[config.mk]
export PLATFORM = sky130hd
export DESIGN_NAME = approx_err_eval_flat
export DESIGN_NICKNAME = d
export VERILOG_FILES = /design/src/rtl/approx_err_eval_if.sv /design/src/rtl/approx_err_eval.sv /design/src/flat_wrapper.sv
export SDC_FILE = /design/constraint.sdc
export NUM_CORES = 1
export LEC_CHECK = 0
export BUFFER_PORTS_ARGS = -buffer_cell sky130_fd_sc_hd__buf_2
export CORE_MARGIN = 2
export CORE_UTILIZATION = 48
export DETAILED_ROUTE_END_ITERATION = 8
export PLACE_DENSITY = 0.79
export RECOVER_POWER = 50
export SLEW_MARGIN = 5
export SYNTH_ARGS = -nofsm -noshare
export SYNTH_HDL_FRONTEND = slang
export SYNTH_SLANG_ARGS = --single-unit
[constraint.sdc]
create_clock -name clk -period 1.45 [get_ports clk]
set_input_delay 0.3625 -clock clk [delete_from_list [all_inputs] [get_ports clk]]
set_output_delay 0.3625 -clock clk [all_outputs]
set_load 0.1 [all_outputs]
[src/rtl/approx_err_eval_if.sv]
// approx_err_eval_if: start/done handshake and result bus of the error evaluator.
// Ports: start (host->engine), busy/done status, err_cnt/sum_ed/max_ed results.
// master = evaluation host, slave = approx_err_eval engine.
interface approx_err_eval_if #(
  parameter int W = 2
);
  logic           start;
  logic           busy;
  logic           done;
  logic [2*W:0]   err_cnt;
  logic [3*W+1:0] sum_ed;
  logic [W:0]     max_ed;

  modport master (
    output start,
    input  busy, done, err_cnt, sum_ed, max_ed
  );

  modport slave (
    input  start,
    output busy, done, err_cnt, sum_ed, max_ed
  );
endinterface

[src/rtl/approx_err_eval.sv]
// approx_err_eval: sweeps all operand pairs of a W-bit lower-part-OR adder (P low
//   bits OR-approximated) against the exact sum and accumulates error statistics.
// Latency: start accepted at edge 0, done pulse in cycle 2^(2W)+3; no backpressure,
//   start is ignored while busy (including the done cycle).
// Ports: clk, rst (async, active-high), bus (slave: start in; busy, done,
//   err_cnt, sum_ed, max_ed out).
// Option: define APPROX_ERR_MAX_EN to build max_ed tracking; otherwise max_ed = 0.
module approx_err_eval #(
  parameter int W = 2,
  parameter int P = 1
) (
  input  logic             clk,
  input  logic             rst,
  approx_err_eval_if.slave bus
);

  typedef enum logic [2:0] {
    S_IDLE,
    S_SWEEP,
    S_DRAIN0,
    S_DRAIN1,
    S_DONE
  } state_t;

  state_t         state, state_nxt;
  logic [2*W-1:0] idx;
  logic           sweep_clr;
  logic           idx_inc;
  logic           pair_vld;
  logic           busy_c;
  logic           done_c;

  logic [W-1:0]   op_a, op_b;
  logic [W:0]     exact_sum, approx_sum, ed;
  logic           carry;

  logic [W:0]     s1_ed;
  logic           s1_vld;
  logic [2*W:0]   err_cnt;
  logic [3*W+1:0] sum_ed;

  // ---------------- FSM ----------------
  always_ff @(posedge clk or posedge rst) begin
    if (rst) state <= S_IDLE;
    else     state <= state_nxt;
  end

  always_comb begin
    state_nxt = state;
    sweep_clr = 1'b0;
    idx_inc   = 1'b0;
    pair_vld  = 1'b0;
    busy_c    = 1'b1;
    done_c    = 1'b0;
    case (state)
      S_IDLE: begin
        busy_c = 1'b0;
        if (bus.start) begin
          sweep_clr = 1'b1;
          state_nxt = S_SWEEP;
        end
      end
      S_SWEEP: begin
        pair_vld = 1'b1;
        if (idx == {(2*W){1'b1}}) state_nxt = S_DRAIN0;
        else                      idx_inc   = 1'b1;
      end
      S_DRAIN0: state_nxt = S_DRAIN1;
      S_DRAIN1: state_nxt = S_DONE;
      S_DONE: begin
        done_c    = 1'b1;
        state_nxt = S_IDLE;
      end
      default: begin
        busy_c    = 1'b0;
        state_nxt = S_IDLE;
      end
    endcase
  end

  always_ff @(posedge clk or posedge rst) begin
    if (rst)            idx <= '0;
    else if (sweep_clr) idx <= '0;
    else if (idx_inc)   idx <= idx + 1'b1;
  end

  // ---------------- pair models ----------------
  assign op_a      = idx[2*W-1:W];
  assign op_b      = idx[W-1:0];
  assign exact_sum = {1'b0, op_a} + {1'b0, op_b};

  // Low part: OR per bit, carry is the AND of the top approximated bit pair.
  // Upper part: plain generate/propagate ripple seeded by that carry.
  always_comb begin
    approx_sum = '0;
    carry      = 1'b0;
    for (int i = 0; i < W; i++) begin
      if (i < P) begin
        approx_sum[i] = op_a[i] | op_b[i];
        carry         = op_a[i] & op_b[i];
      end else begin
        approx_sum[i] = op_a[i] ^ op_b[i] ^ carry;
        carry         = (op_a[i] & op_b[i]) | (carry & (op_a[i] ^ op_b[i]));
      end
    end
    approx_sum[W] = carry;
  end

  assign ed = (exact_sum >= approx_sum) ? (exact_sum - approx_sum)
                                        : (approx_sum - exact_sum);

  // ---------------- stage 1 ----------------
  always_ff @(posedge clk or posedge rst) begin
    if (rst) begin
      s1_ed  <= '0;
      s1_vld <= 1'b0;
    end else begin
      s1_ed  <= ed;
      s1_vld <= pair_vld;
    end
  end

  // ---------------- stage 2 accumulators ----------------
  always_ff @(posedge clk or posedge rst) begin
    if (rst) begin
      err_cnt <= '0;
      sum_ed  <= '0;
    end else if (sweep_clr) begin
      err_cnt <= '0;
      sum_ed  <= '0;
    end else if (s1_vld) begin
      err_cnt <= err_cnt + {{(2*W){1'b0}}, (s1_ed != '0)};
      sum_ed  <= sum_ed + {{(2*W+1){1'b0}}, s1_ed};
    end
  end

`ifdef APPROX_ERR_MAX_EN
  logic [W:0] max_ed;

  always_ff @(posedge clk or posedge rst) begin
    if (rst)                           max_ed <= '0;
    else if (sweep_clr)                max_ed <= '0;
    else if (s1_vld && s1_ed > max_ed) max_ed <= s1_ed;
  end

  assign bus.max_ed = max_ed;
`else
  assign bus.max_ed = '0;
`endif

  assign bus.busy    = busy_c;
  assign bus.done    = done_c;
  assign bus.err_cnt = err_cnt;
  assign bus.sum_ed  = sum_ed;

endmodule

[src/flat_wrapper.sv]
// flat-port wrapper written by rule: the top's interface ports become plain ports
module approx_err_eval_flat 
#(
  parameter int W = 2,
  parameter int P = 1
)
  (clk, rst, bus_start, bus_busy, bus_done, bus_err_cnt, bus_sum_ed, bus_max_ed);
  approx_err_eval_if #(.W(W)) bus_i ();
  input  logic clk;
  input  logic rst;
  input wire logic [$bits(bus_i.start)-1:0] bus_start;
  output wire logic [$bits(bus_i.busy)-1:0] bus_busy;
  output wire logic [$bits(bus_i.done)-1:0] bus_done;
  output wire logic [$bits(bus_i.err_cnt)-1:0] bus_err_cnt;
  output wire logic [$bits(bus_i.sum_ed)-1:0] bus_sum_ed;
  output wire logic [$bits(bus_i.max_ed)-1:0] bus_max_ed;
  assign bus_i.start = bus_start;
  assign bus_busy = bus_i.busy;
  assign bus_done = bus_i.done;
  assign bus_err_cnt = bus_i.err_cnt;
  assign bus_sum_ed = bus_i.sum_ed;
  assign bus_max_ed = bus_i.max_ed;
  approx_err_eval #(.W(W), .P(P)) u_core (.clk(clk), .rst(rst), .bus(bus_i));
endmodule
# [Word level (Yosys, flattened, before mapping)]
# Index checks and enable logic that the tools add are counted.
[word_totals] out_inout_bits=18 elab_cells=50 register_bits=24
[classes] add_sub_neg=6 n_reduce_logical=6 eq_ne=7 bitwise=7 order_cmp=1 mux=17
[op_table] cell="two-way mux 8 bit" count=2
[op_table] cell="one-hot mux 3 bit (4 select lines)" count=1
[op_table] cell="two-way mux 5 bit" count=2
[op_table] cell="two-way mux 3 bit" count=3
[op_table] cell="adder 8 x 3 -> 8 bit" count=1
[op_table] cell="two-way mux 4 bit" count=2
[op_table] cell="two-way mux 1 bit" count=7
[op_table] cell="equality test 3 x 2 -> 1 bit (second input constant)" count=2
[op_table] cell="subtractor 3 bit" count=2
[op_table] cell="adder 5 x 1 -> 5 bit" count=1
[op_table] cell="adder 4 x 1 -> 4 bit (second input constant)" count=1
[op_table] cell="equality test 4 bit (second input constant)" count=1
[op_table] cell="nonzero test 2 bit" count=2
[op_table] cell="OR reduction 4 bit" count=1
[op_table] cell="adder 2 x 2 -> 3 bit" count=1
[op_table] cell="bitwise AND 1 bit" count=3
[op_table] cell="equality test 3 x 1 -> 1 bit (second input constant)" count=1
[op_table] cell="equality test 3 bit (second input constant)" count=1
[op_table] cell="greater-or-equal comparator 3 bit" count=1
[op_table] cell="logical NOT 3 bit" count=1
[op_table] cell="nonzero test 3 bit" count=1
[op_table] cell="inequality test 2 x 1 -> 1 bit (second input constant)" count=1
[op_table] cell="inequality test 2 bit (second input constant)" count=1
[op_table] cell="bitwise OR 1 bit" count=2
[op_table] cell="other kinds (2)" count=3

# [Depth between registers and ports, before layout]
[depth] ltp_word=5 ltp_mapped=7

# [Worst setup path before layout]
# Ideal clock, no wire load.
[synth_timing] path_type="register -> output" from="reg u_core.state[1]" to="out bus_busy" stages_incl_launch_ff=3 path_slack_ns=-0.998 arrival_ns=2.085 cell_sequence="dfrtp_1 -> nor2_1 -> xnor2_1"
[synth_via] elab_chain_cells=3
[synth_lines] element="from (decl)" line_no="approx_err_eval.sv:25" rtl="state_t state, state_nxt;"
[synth_lines] element="from (signal assigned)" line_no="approx_err_eval.sv:45" rtl="else state <= state_nxt;"
[synth_lines] element="equality test 3 bit, or another cell as far along" line_no="approx_err_eval.sv:55" rtl="case (state)"
[synth_lines] element="OR reduction 4 bit (no source line) *"
[synth_lines] element="two-way mux 1 bit *" line_no="approx_err_eval.sv:55"
[synth_lines] element="to (decl)" line_no="flat_wrapper.sv:12" rtl="output wire logic [$bits(bus_i.busy)-1:0] bus_busy;"
# Every way passes the cells marked *; elsewhere a longest branch is shown, timed or not.

# [Worst setup path in the final report]
[layout_timing] from="reg u_core.s1_ed[0]" to="reg u_core.sum_ed[4], in the netlist u_core.bus.sum_ed[4]"
[layout_via] elab_chain_cells=3
[layout_lines] element="from (decl)" line_no="approx_err_eval.sv:37" rtl="logic [W:0] s1_ed;"
[layout_lines] element="from (signal assigned)" line_no="approx_err_eval.sv:115" rtl="s1_ed <= '0;"
[layout_lines] element="from (signal assigned)" line_no="approx_err_eval.sv:118" rtl="s1_ed <= ed;"
[layout_lines] element="adder 8 x 3 -> 8 bit" line_no="approx_err_eval.sv:133" rtl="sum_ed <= sum_ed + {{(2*W+1){1'b0}}, s1_ed};"
[layout_lines] element="two-way mux 8 bit" line_no="approx_err_eval.sv:131" rtl="end else if (s1_vld) begin"
[layout_lines] element="two-way mux 8 bit" line_no="approx_err_eval.sv:128" rtl="end else if (sweep_clr) begin"
[layout_lines] element="to (signal assigned)" line_no="approx_err_eval.sv:133"
[layout_lines] element="to (decl)" line_no="approx_err_eval.sv:40" rtl="logic [3*W+1:0] sum_ed;"
# Every way passes these cells. The select of a mux whose other input is x is not followed.
# A chain may end at the register's enable or synchronous reset.

==> flow_summary_export.csv <==
group,metric,value,unit
layout,diodes,0,
global_route,grt_use_total,0.2495,
run_status,status,"finished with violations",
clock_network,cts_buffers,3,
placement,gp_congestion,0.8023,
placement,io_buffer_count,17,
yosys,netlist_instances,109,
clock_network,clkLatencyLatePin,0.32,ns
layout,most-common-layout-cells,"buf_12 (15), nor2_1 (14), dfrtp_1 (10), dfrtp_2 (9), buf_4 (7)",
sta,finalSetupViolations,14,
yosys,ys_seq_area_frac,0.4968,
critical_path,cp.required,1.70,ns
placement,placed_cells,162,
die,start_util,0.5139,
critical_path,end_kind,"flip-flop",
clock_network,clkSinkCount,23,
global_route,grt_pass1_vias,1012,
yosys,synth.distinct_cells,29,
yosys,synth_area,1159,um^2
clock_network,cts.root.buffer_cell,"clkbuf_4",
run_status,violations,"negative setup slack",
layout,area_delta_synth_final,55.40,%
sta,setup_slack,-0.2049,ns
global_route,grt_max_degree,24,
route,wl_met1,1.130,mm
critical_path,crit_path_start,"u_core.s1_ed[0]$_DFF_PP0_",
layout,instances_no_fill,169,
sta,min_period,1.655,ns
clock_network,holdBufCountCts,0,
yosys,ys_warn_count,0,
global_route,antenna_found_initial,0,
die,core-area,2255,um^2
critical_path,worstReg2RegStart,"u_core.s1_ed[0]$_DFF_PP0_",
power,max-vdd-ir-drop,2.048,mV
die,rows,17,
die,ios,21,
die,die-area,2823,um^2
global_route,grt_pass1_wl,4.850,mm
route,dr_total_vias,928,
yosys,synth_area_per_cell,10.63,um^2
power,finalPower,4.332,mW
route,drc,0,
sta,fin_crit_sh,1.141,
placement,post-dp-hpwl,1.963,mm
sta,worstMarginPinSlew,0.5774,ns
route,wirelength,2.927,mm
clock_network,cts.clk_slew.worst_paths,0.13,ns
hold_path,holdCritPathClass,"in2async",
die,fp.dieW,53.13,um
placement,placed_area,1658,um^2
power,p_per_area,2406,nW/um^2
clock_network,clk_path_buf_depth,2,
route,firstDrtPassIters,4,
clock_network,cts_tree,"done",
route,antenna_left,0,
route,drt_iter0_drc,31,
route,wl_per_cell,17.32,um
sta,max_freq,604.3,MHz
layout,drive_gt1_frac,0.4965,
sta,finClkSkew,0.006735,ns
flow_run,maxCapViolations,0,
critical_path,worstSetupStartpointType,"flip-flop",
layout,finalNetCount,152,
layout,stdcell_area,1800,um^2
sta,final-hold-violation-count,0,
die,dieHeight,53.13,um
critical_path,path_class,"reg2reg",
clock_network,cts_max_level,1,
yosys,ys_ff_latch,23,
route,met3WireLength,113,um
global_route,grt_remaining_overflow,0,
route,avgViaCountPerCell,5.491,
route,wl_met2,1.549,mm
layout,final_common_cell,"buf_12",
critical_path,worstPathArrival,1.90,ns
sta,rsz0062_at_grt,"yes",
sta,relSlewSlack,0.6151,
route,top_layer_used,"met4",
power,power_leakage,0.7778,nW
sta,final_max_slew_viol_count,0,
critical_path,critPathMaxFanout,2,
## area by class of cell
class | instances | area, um^2
clock buffer | 4 | 26.28
fill | 127 | 454.2
inverter | 5 | 18.77
multi-input combinational | 78 | 683.2
sequential | 23 | 601.8
tap | 28 | 35.03
timing repair buffer | 31 | 435.4
## final timing paths
kind | cells past startpoint | end | slack, ns
max | 7 | u_core.bus.sum_ed[4]$_DFFE_PP0P_ | -0.20
min | 3 | u_core.bus.err_cnt[0]$_DFFE_PP0P_ | 0.16
max reg2reg | 7 | u_core.bus.sum_ed[4]$_DFFE_PP0P_ | -0.20
min reg2reg | 1 | u_core.idx[0]$_DFFE_PP0P_ | 0.53
max in group asynchronous | 3 | u_core.bus.sum_ed[1]$_DFFE_PP0P_ | 0.85
min in group clk | 3 | u_core.state[0]$_DFFE_PP0P_ | 0.34
## per-stage QoR
stage | utilization | setup WS (ns) | hold WS [ns] | setup TNS [ns]
3_5_place_dp | 0.7353 | -0.1600 | 0.4174 | -0.6088
2_1_floorplan | - | -0.3620 | 0.3640 | -1.441
4_1_cts | 0.7869 | -0.1647 | 0.06754 | -0.9202
5_1_grt | 0.7986 | -0.2538 | 0.2146 | -1.923
6_report | 0.7986 | -0.2049 | 0.1574 | -1.289
3_3_place_gp | 0.7353 | -0.04028 | 0.4111 | -0.07463
## kinds of logic (layout without fill, tap and decap cells)
kind of cell,Yosys count,count (layout),share of synthesized area
and+or+nand+nor,40,40,0.1782
AOI/OAI and AO/OA,11,11,0.06478
xor gates and xnor gates,11,11,0.08315
buffers and inverters,11,40,0.04859
adders and majority gates,7,7,0.08207
other,1,4,0.003237
DFF,23,23,0.4968
muxes,5,5,0.04320
## worst max-delay path, cell delays in order, from the launching register on
cell and delay [ns]:
dfrtp_1 0.43, ha_4 0.16, inv_2 0.04, fa_2 0.37, nor2b_2 0.18, o211ai_1 0.13, xor2_1 0.18, nor2_1 0.10
## synth_stat cells
cell | n | share of area
nor2_1 | 15 | 0.049
nand4_1 | 3 | 0.016
nand2_1 | 7 | 0.023
mux2i_1 | 5 | 0.043
nor4b_2 | 1 | 0.013
and3b_1 | 1 | 0.0076
o31ai_1 | 2 | 0.013
o211ai_1 | 2 | 0.013
nor2b_1 | 1 | 0.0054
or2_2 | 1 | 0.0054
dfrtp_1 | 23 | 0.50
inv_1 | 5 | 0.016
buf_2 | 3 | 0.013
o21bai_1 | 1 | 0.0065
nor3b_2 | 1 | 0.011
o21ai_0 | 1 | 0.0043
xor2_1 | 4 | 0.030
a21boi_0 | 1 | 0.0065
nand3_1 | 5 | 0.022
nor3_1 | 1 | 0.0043
and2_1 | 3 | 0.016
a21oi_1 | 2 | 0.0086
ha_1 | 6 | 0.065
xnor2_1 | 7 | 0.053
fa_1 | 1 | 0.017
conb_1 | 1 | 0.0032
a211oi_1 | 2 | 0.013
buf_4 | 3 | 0.019
nand3b_1 | 1 | 0.0065
## layer usage
layer | GRT usage | up-vias
met4 | 0.1496 | 0
met3 | 0.02260 | 13
li1 | - | 425
met2 | 0.4417 | 31
met1 | 0.2899 | 459
met5 | 0 | -
## repair_timing
action	4_1_cts	5_1_grt
gates resized for setup	16	8
setup buffers	4	2
gates cloned	0	0
setup endpoints to repair	13	17
endpoints found under the hold margin	0	0
pin swaps	9	13
## report_power, final
part	leakage [nW]	internal (mW)	switching [mW]
Clock	0.0150	0.108	0.194
Combinational	0.480	1.17	1.68
Sequential	0.283	0.887	0.297
## registers in the layout, indices dropped and copies added, names as in the netlist
register	flops
u_core.bus.err_cnt	5
u_core.bus.sum_ed	8
u_core.idx	4
u_core.s1_ed	2
u_core.s1_vld	1
u_core.state	3
Note: power is estimated with default switching activity, not from simulation.
